<file path="src/rtl/fetch_decode_queue.sv">
// F->D instruction queue: circular buffer of {instr, PC, PCPlus4} between fetch and decode.
// Head outputs come from registered state only; flush empties the queue in one cycle.
module fetch_decode_queue #(
  parameter int               WIDTH     = 32,
  parameter int               DEPTH     = 4,
  parameter logic [WIDTH-1:0] NOP_INSTR = 32'h00000013
) (
  input  logic                     clk,
  input  logic                     rst,
  input  logic                     valid_F,
  input  logic [WIDTH-1:0]         instr_F,
  input  logic [WIDTH-1:0]         PC_F,
  input  logic [WIDTH-1:0]         PCPlus4_F,
  output logic                     ready_F,
  input  logic                     stall_D,
  input  logic                     flush_D,
  output logic                     valid_D,
  output logic [WIDTH-1:0]         instr_D,
  output logic [WIDTH-1:0]         PC_D,
  output logic [WIDTH-1:0]         PCPlus4_D,
  output logic [$clog2(DEPTH):0]   count
);

  localparam int AW = $clog2(DEPTH);
  localparam int CW = AW + 1;

  logic [WIDTH-1:0] instr_mem [DEPTH];
  logic [WIDTH-1:0] pc_mem    [DEPTH];
  logic [WIDTH-1:0] pcp4_mem  [DEPTH];

  logic [AW-1:0] wr_ptr;
  logic [AW-1:0] rd_ptr;
  logic [CW-1:0] count_q;
  logic          push;
  logic          pop;

  assign valid_D = (count_q != '0);
  assign ready_F = (count_q < CW'(DEPTH));
  assign push    = valid_F & ready_F;
  assign pop     = valid_D & ~stall_D;
  assign count   = count_q;

  // Pointers wrap naturally because DEPTH is a power of two.
  always_ff @(posedge clk) begin
    if (rst || flush_D) begin
      wr_ptr  <= '0;
      rd_ptr  <= '0;
      count_q <= '0;
    end else begin
      if (push) wr_ptr <= wr_ptr + 1'b1;
      if (pop)  rd_ptr <= rd_ptr + 1'b1;
      case ({push, pop})
        2'b10:   count_q <= count_q + 1'b1;
        2'b01:   count_q <= count_q - 1'b1;
        default: count_q <= count_q;
      endcase
    end
  end

  // Entry storage carries no reset; only the pointers define what is live.
  always_ff @(posedge clk) begin
    if (!rst && !flush_D && push) begin
      instr_mem[wr_ptr] <= instr_F;
      pc_mem[wr_ptr]    <= PC_F;
      pcp4_mem[wr_ptr]  <= PCPlus4_F;
    end
  end

  always_comb begin
    instr_D   = NOP_INSTR;
    PC_D      = '0;
    PCPlus4_D = '0;
    if (valid_D) begin
      instr_D   = instr_mem[rd_ptr];
      PC_D      = pc_mem[rd_ptr];
      PCPlus4_D = pcp4_mem[rd_ptr];
    end
  end

endmodule

</file>
<file path="config.mk">
export PLATFORM = sky130hd
export DESIGN_NAME = fetch_decode_queue
export DESIGN_NICKNAME = d
export VERILOG_FILES = /design/src/rtl/fetch_decode_queue.sv
export SDC_FILE = /design/constraint.sdc
export NUM_CORES = 1
export LEC_CHECK = 0
export BUFFER_PORTS_ARGS = -buffer_cell sky130_fd_sc_hd__buf_2
export CAP_MARGIN = 40
export CORE_MARGIN = 10
export CORE_UTILIZATION = 30
export CTS_BUF_LIST = sky130_fd_sc_hd__clkbuf_4 sky130_fd_sc_hd__clkbuf_8
export DETAILED_ROUTE_END_ITERATION = 6
export GPL_TIMING_DRIVEN = 0
export PLACE_DENSITY = 0.45
export SYNTH_ARGS = -nofsm -noshare
export SYNTH_HDL_FRONTEND = slang
export SYNTH_SLANG_ARGS = --single-unit
</file>
<file path="constraint.sdc">
create_clock -name clk -period 4.8 [get_ports clk]
set_input_delay 0.72 -clock clk [delete_from_list [all_inputs] [get_ports clk]]
set_output_delay 0.72 -clock clk [all_outputs]
set_load 0.02 [all_outputs]
</file>
Word level (Yosys, flattened, before mapping)
Memories as Yosys holds them, arrays and structs flattened. A register that Yosys moved wholly into a read port is not among the register bits. Index checks and enable logic that the tools add are counted.

$add $sub $neg: 4. Multipliers: 0. Divide/modulo/power cells: 0. $lt $le $gt $ge: 1. Equal/unequal tests: 2. Shift-type cells: 0. Muxes and demuxes: 12. Bitwise gates (word level): 3. Reduce and logical (&&, ||, !) cells: 7.

Operators with widths (count): $mux W32 (3); $mux W2 (6); $pmux W3 S2 (1); $add A2 B1 Y2 const B (2); $add A3 B1 Y3 const B (1); $lt A3 B3 Y1 const B (1); $reduce_bool A3 Y1 (1); $sub A3 B1 Y3 const B (1); $and A1 B1 Y1 (2); $eq A2 B1 Y1 const B (1); $eq A2 B2 Y1 const B (1); $logic_and A1 B1 Y1 (2); $logic_not A1 Y1 (2); $mux W1 (2); $reduce_bool A2 Y1 (1); $logic_or A1 B1 Y1 (1); $not A1 Y1 (1).

Register bits: 7. Bits in latches: 0. Memory bits (writable): 384. Bits in read-only memories: 0. Input port bits: 101. Output and inout port bits: 101. Logic and storage cells: 35. Memories: 3.

Memories: instr_mem (depth 4, width 32, read ports 1, clocked after Yosys merged registers in 1, write ports 1, line 27) `logic [WIDTH-1:0] instr_mem [DEPTH];`; pc_mem (depth 4, width 32, read ports 1, clocked after Yosys merged registers in 1, write ports 1, line 28) `logic [WIDTH-1:0] pc_mem [DEPTH];`; pcp4_mem (depth 4, width 32, read ports 1, clocked after Yosys merged registers in 1, write ports 1, line 29) `logic [WIDTH-1:0] pcp4_mem [DEPTH];`.

Longest topological paths before layout
Depth in word-level cells: 5. Mapped depth: 9. Depth with buffers taken out: 8.

Worst setup path after synthesis
No wires, ideal clock.

Kind: in2reg. From: in valid_F. To: mem instr_mem[0][0], enable pin. Setup time: 0.466 ns. Arrival time: 3.371 ns. Slack: 0.963 ns. Stages on the path: 3. Path through: nor2b_1 clkbuf_1 and3_1.

Longest elaborated chain between the ends: 4.

Ends and longest elaborated chain: start, declared (line 10) `input logic valid_F,`; $and A1 B1 Y1 (line 39) `assign push = valid_F & ready_F;`; $logic_and A1 B1 Y1 (line 62) `if (!rst && !flush_D && push) begin`; $mux W1 (line 62); $mux W1 (implied by the code) (line 63) `instr_mem[wr_ptr] <= instr_F;`; end, declared (line 27).

Every way passes these cells.

Worst setup path after layout
From: reg count_q[2], in the netlist count[2]. To: out PC_D[23].

Longest elaborated chain between the ends: 2.

Ends and longest elaborated chain: start, declared (line 33) `logic [CW-1:0] count_q;`; start signal, assigned (line 53) `2'b10: count_q <= count_q + 1'b1;`; start signal, assigned (line 54) `2'b01: count_q <= count_q - 1'b1;`; start signal, assigned (line 55) `default: count_q <= count_q;`; $reduce_bool A3 Y1 (line 37) `assign valid_D = (count_q != '0);`; $mux W32 (line 73) `if (valid_D) begin`; end, declared (line 19) `output logic [WIDTH-1:0] PC_D,`.

Every way passes these cells.

==> metrics <==
Synth Flop Type=edfxtp_1; vias in the first global route=8347; routed vias/inst=4.38; clock skew=8.06 ps; PwrDens=394 nW/um^2; DRC=0; commonest non-fill, non-tap cell in the layout=edfxtp_1; Die X=243 um; pre-CTS setup slack=1790 ps; RSZ-0062 raised after global routing=no; CTS Buffer Depth=3; Mapped Cells=664; Initial Util=30.5%; Clock transition at path regs=60 ps; CP Max Fanout=10; crit path time final=3500 ps; initial antenna violation count=7; Synth Net Count=771; Async SR Flop Fraction=0%; Yosys cell types=22; cts bufs inserted=71; Filler cells=4631; Yosys top cell area share=77.2%; Worst Path Arrival=2780 ps; Power Total=7250 uW; CP Class=reg -> out; H-tree levels=3; final-report hold violation count=0; worst path cell trace=nor3_1 > clkbuf_1 > buf_6 > clkbuf_1 > nor2b_1 > buf_2; die area=59100 um^2; Routed wire per std cell=20.5 um; TNS Setup=0 ps; slew at the pin with the worst max-slew slack=737 ps; Max stage delay on crit path=540 ps; Achievable Freq=0.286 GHz; layout overhead on the synthesized area=23.1%; drt first-iter violations=321; most used cell, CP=clkbuf_1; Synth area leaders=edfxtp_1, mux4_2, nor2b_1; Hold Buf Count CTS=0; slowest CP cell=clkbuf_1; Chip Height=243 um; CORE AREA=49100 um^2; Mapped Area=14900 um^2; cell accounting for the most synthesized area=edfxtp_1; final wirelength=34100 um; Peak VDD IR=0.000237 V; Syn. warnings=0; Setup-failing EPs final=0; number of nets in the layout=1054; Post-Place Cells=1538; Avg Cell Area, Syn=22.5 um^2; Slew Limit Fails=0; Crit path max-delay family=buffers and inverters; Post-Layout Cell Count=1661; register area share after synthesis=78.4%; number of synthesized register bits=393; Pleak=0.00617 uW; Worst setup EP type=output port; count of boundary I/O pins=202; Final ANT Viol Nets=0; fin worst setup slack=1300 ps; Post-synth EDFFs=384; Slew HR=50.8%; I/O Buffers=201; Clock Tree Root=clkbuf_8; # rows=81; Core Util, Final=37.5%; clk sink count=393; Total GRT Usage=11.7%; CP Buf/Inv Count=4; share of cells above drive strength 1=44.0%; worst hold path class=in -> reg; Post-CTS Setup Inserts=0; GPL Wtd Cong=0.663; largest net degree at the start of global routing=50; most frequent cells in the layout=edfxtp_1, buf_2, mux4_2; CP Data Required Time=4080 ps; worst skew pair latency=610 ps; GRT overflow=0; dpl hpwl=21000 um; CTS tree=done; first-pass GRT wire length=52200 um; max-cap viol count=0; outcome=completed; Via Count=7271; post-CTS sizing=0; first drt pass iteration count=6; fin crit share=72.9%; startpoint types=register
metrics by stage:
stage | instance area (um^2) | hold WS [ps]
2_1_floorplan | 14900 | 459
3_3_place_gp | 16800 | 468
3_5_place_dp | 17000 | 482
4_1_cts | 18400 | 222
5_1_grt | 18400 | 239
6_report | 18400 | 315
Yosys cell counts, types with 2 or more instances:
cell / n
clkbuf_1: 18
nor2b_1: 94
inv_1: 8
a21oi_1: 5
o21ai_0: 3
buf_2: 12
dfxtp_1: 9
or2_1: 3
mux4_2: 96
and3_1: 4
xor2_1: 2
or3_1: 3
ha_1: 5
nor2_1: 7
edfxtp_1: 384
buf_6: 5
final cells by class:
| type | instances | area, um^2 | area share (%) |
|---|---|---|---|
| antenna | 1 | 2.50 | 0.0136 |
| buffer | 35 | 184 | 1.00 |
| clock buffer | 104 | 1260 | 6.83 |
| clock inverter | 18 | 109 | 0.592 |
| inverter | 8 | 30.0 | 0.163 |
| multi-input combinational | 228 | 3040 | 16.5 |
| sequential | 393 | 11700 | 63.7 |
| tap | 664 | 831 | 4.52 |
| timing repair buffer | 210 | 1230 | 6.69 |
cells by family after synthesis:
| logic type | Yosys count | share of synthesized area (%) |
|---|---|---|
| adder cells (fa/ha/maj) | 6 | 0.553 |
| XOR/XNOR | 3 | 0.176 |
| multiplexers | 97 | 14.5 |
| AND/OR/NAND/NOR | 114 | 4.65 |
| AO/OA/AOI/OAI | 8 | 0.268 |
| flip-flops | 393 | 78.4 |
| buffers and inverters | 43 | 1.43 |
path summary, 6_finish.rpt:
path	from	slack (ps)	cells past startpoint	endpoint
worst max-delay path	count[2]$_SDFFE_PP0P_	1300	6	PC_D[23]
worst min-delay path	PCPlus4_F[3]	310	1	pcp4_mem[0][3]$_DFFE_PP_
worst max register to register	count[2]$_SDFFE_PP0P_	2500	9	count[2]$_SDFFE_PP0P_
worst min register to register	rd_ptr[1]$_SDFFE_PP0P_	490	2	register
layer usage:
metal / global-route usage (%) / wire, um / vias up
li1: - / - / 3273
met1: 13.6 / 14100 / 3698
met2: 19.4 / 16800 / 205
met3: 4.54 / 2270 / 83
met4: 4.25 / 911 / 12
met5: 0 / 75 / -
worst register-to-register path: cells and delay by family (launching register included):
family	cells	cell delay [ps]
simple gates	3	580
fa+ha+maj	2	570
flops	1	450
buf+inv	2	340
xor+xnor	1	160
compound gates	1	140
report_power, final:
group	internal [uW]	switching, uW	total (uW)
clock	1720	1310	3030
combinational	150	253	403
sequential	3810	8.71	3820
total	5680	1570	7250
flip-flops by register name, summed over array words and instances, names as in the netlist, named ones only:
name       count
count          3
instr_mem    128
pc_mem       128
pcp4_mem     128
rd_ptr         2
wr_ptr         2
(Power assumes the default switching activity.)
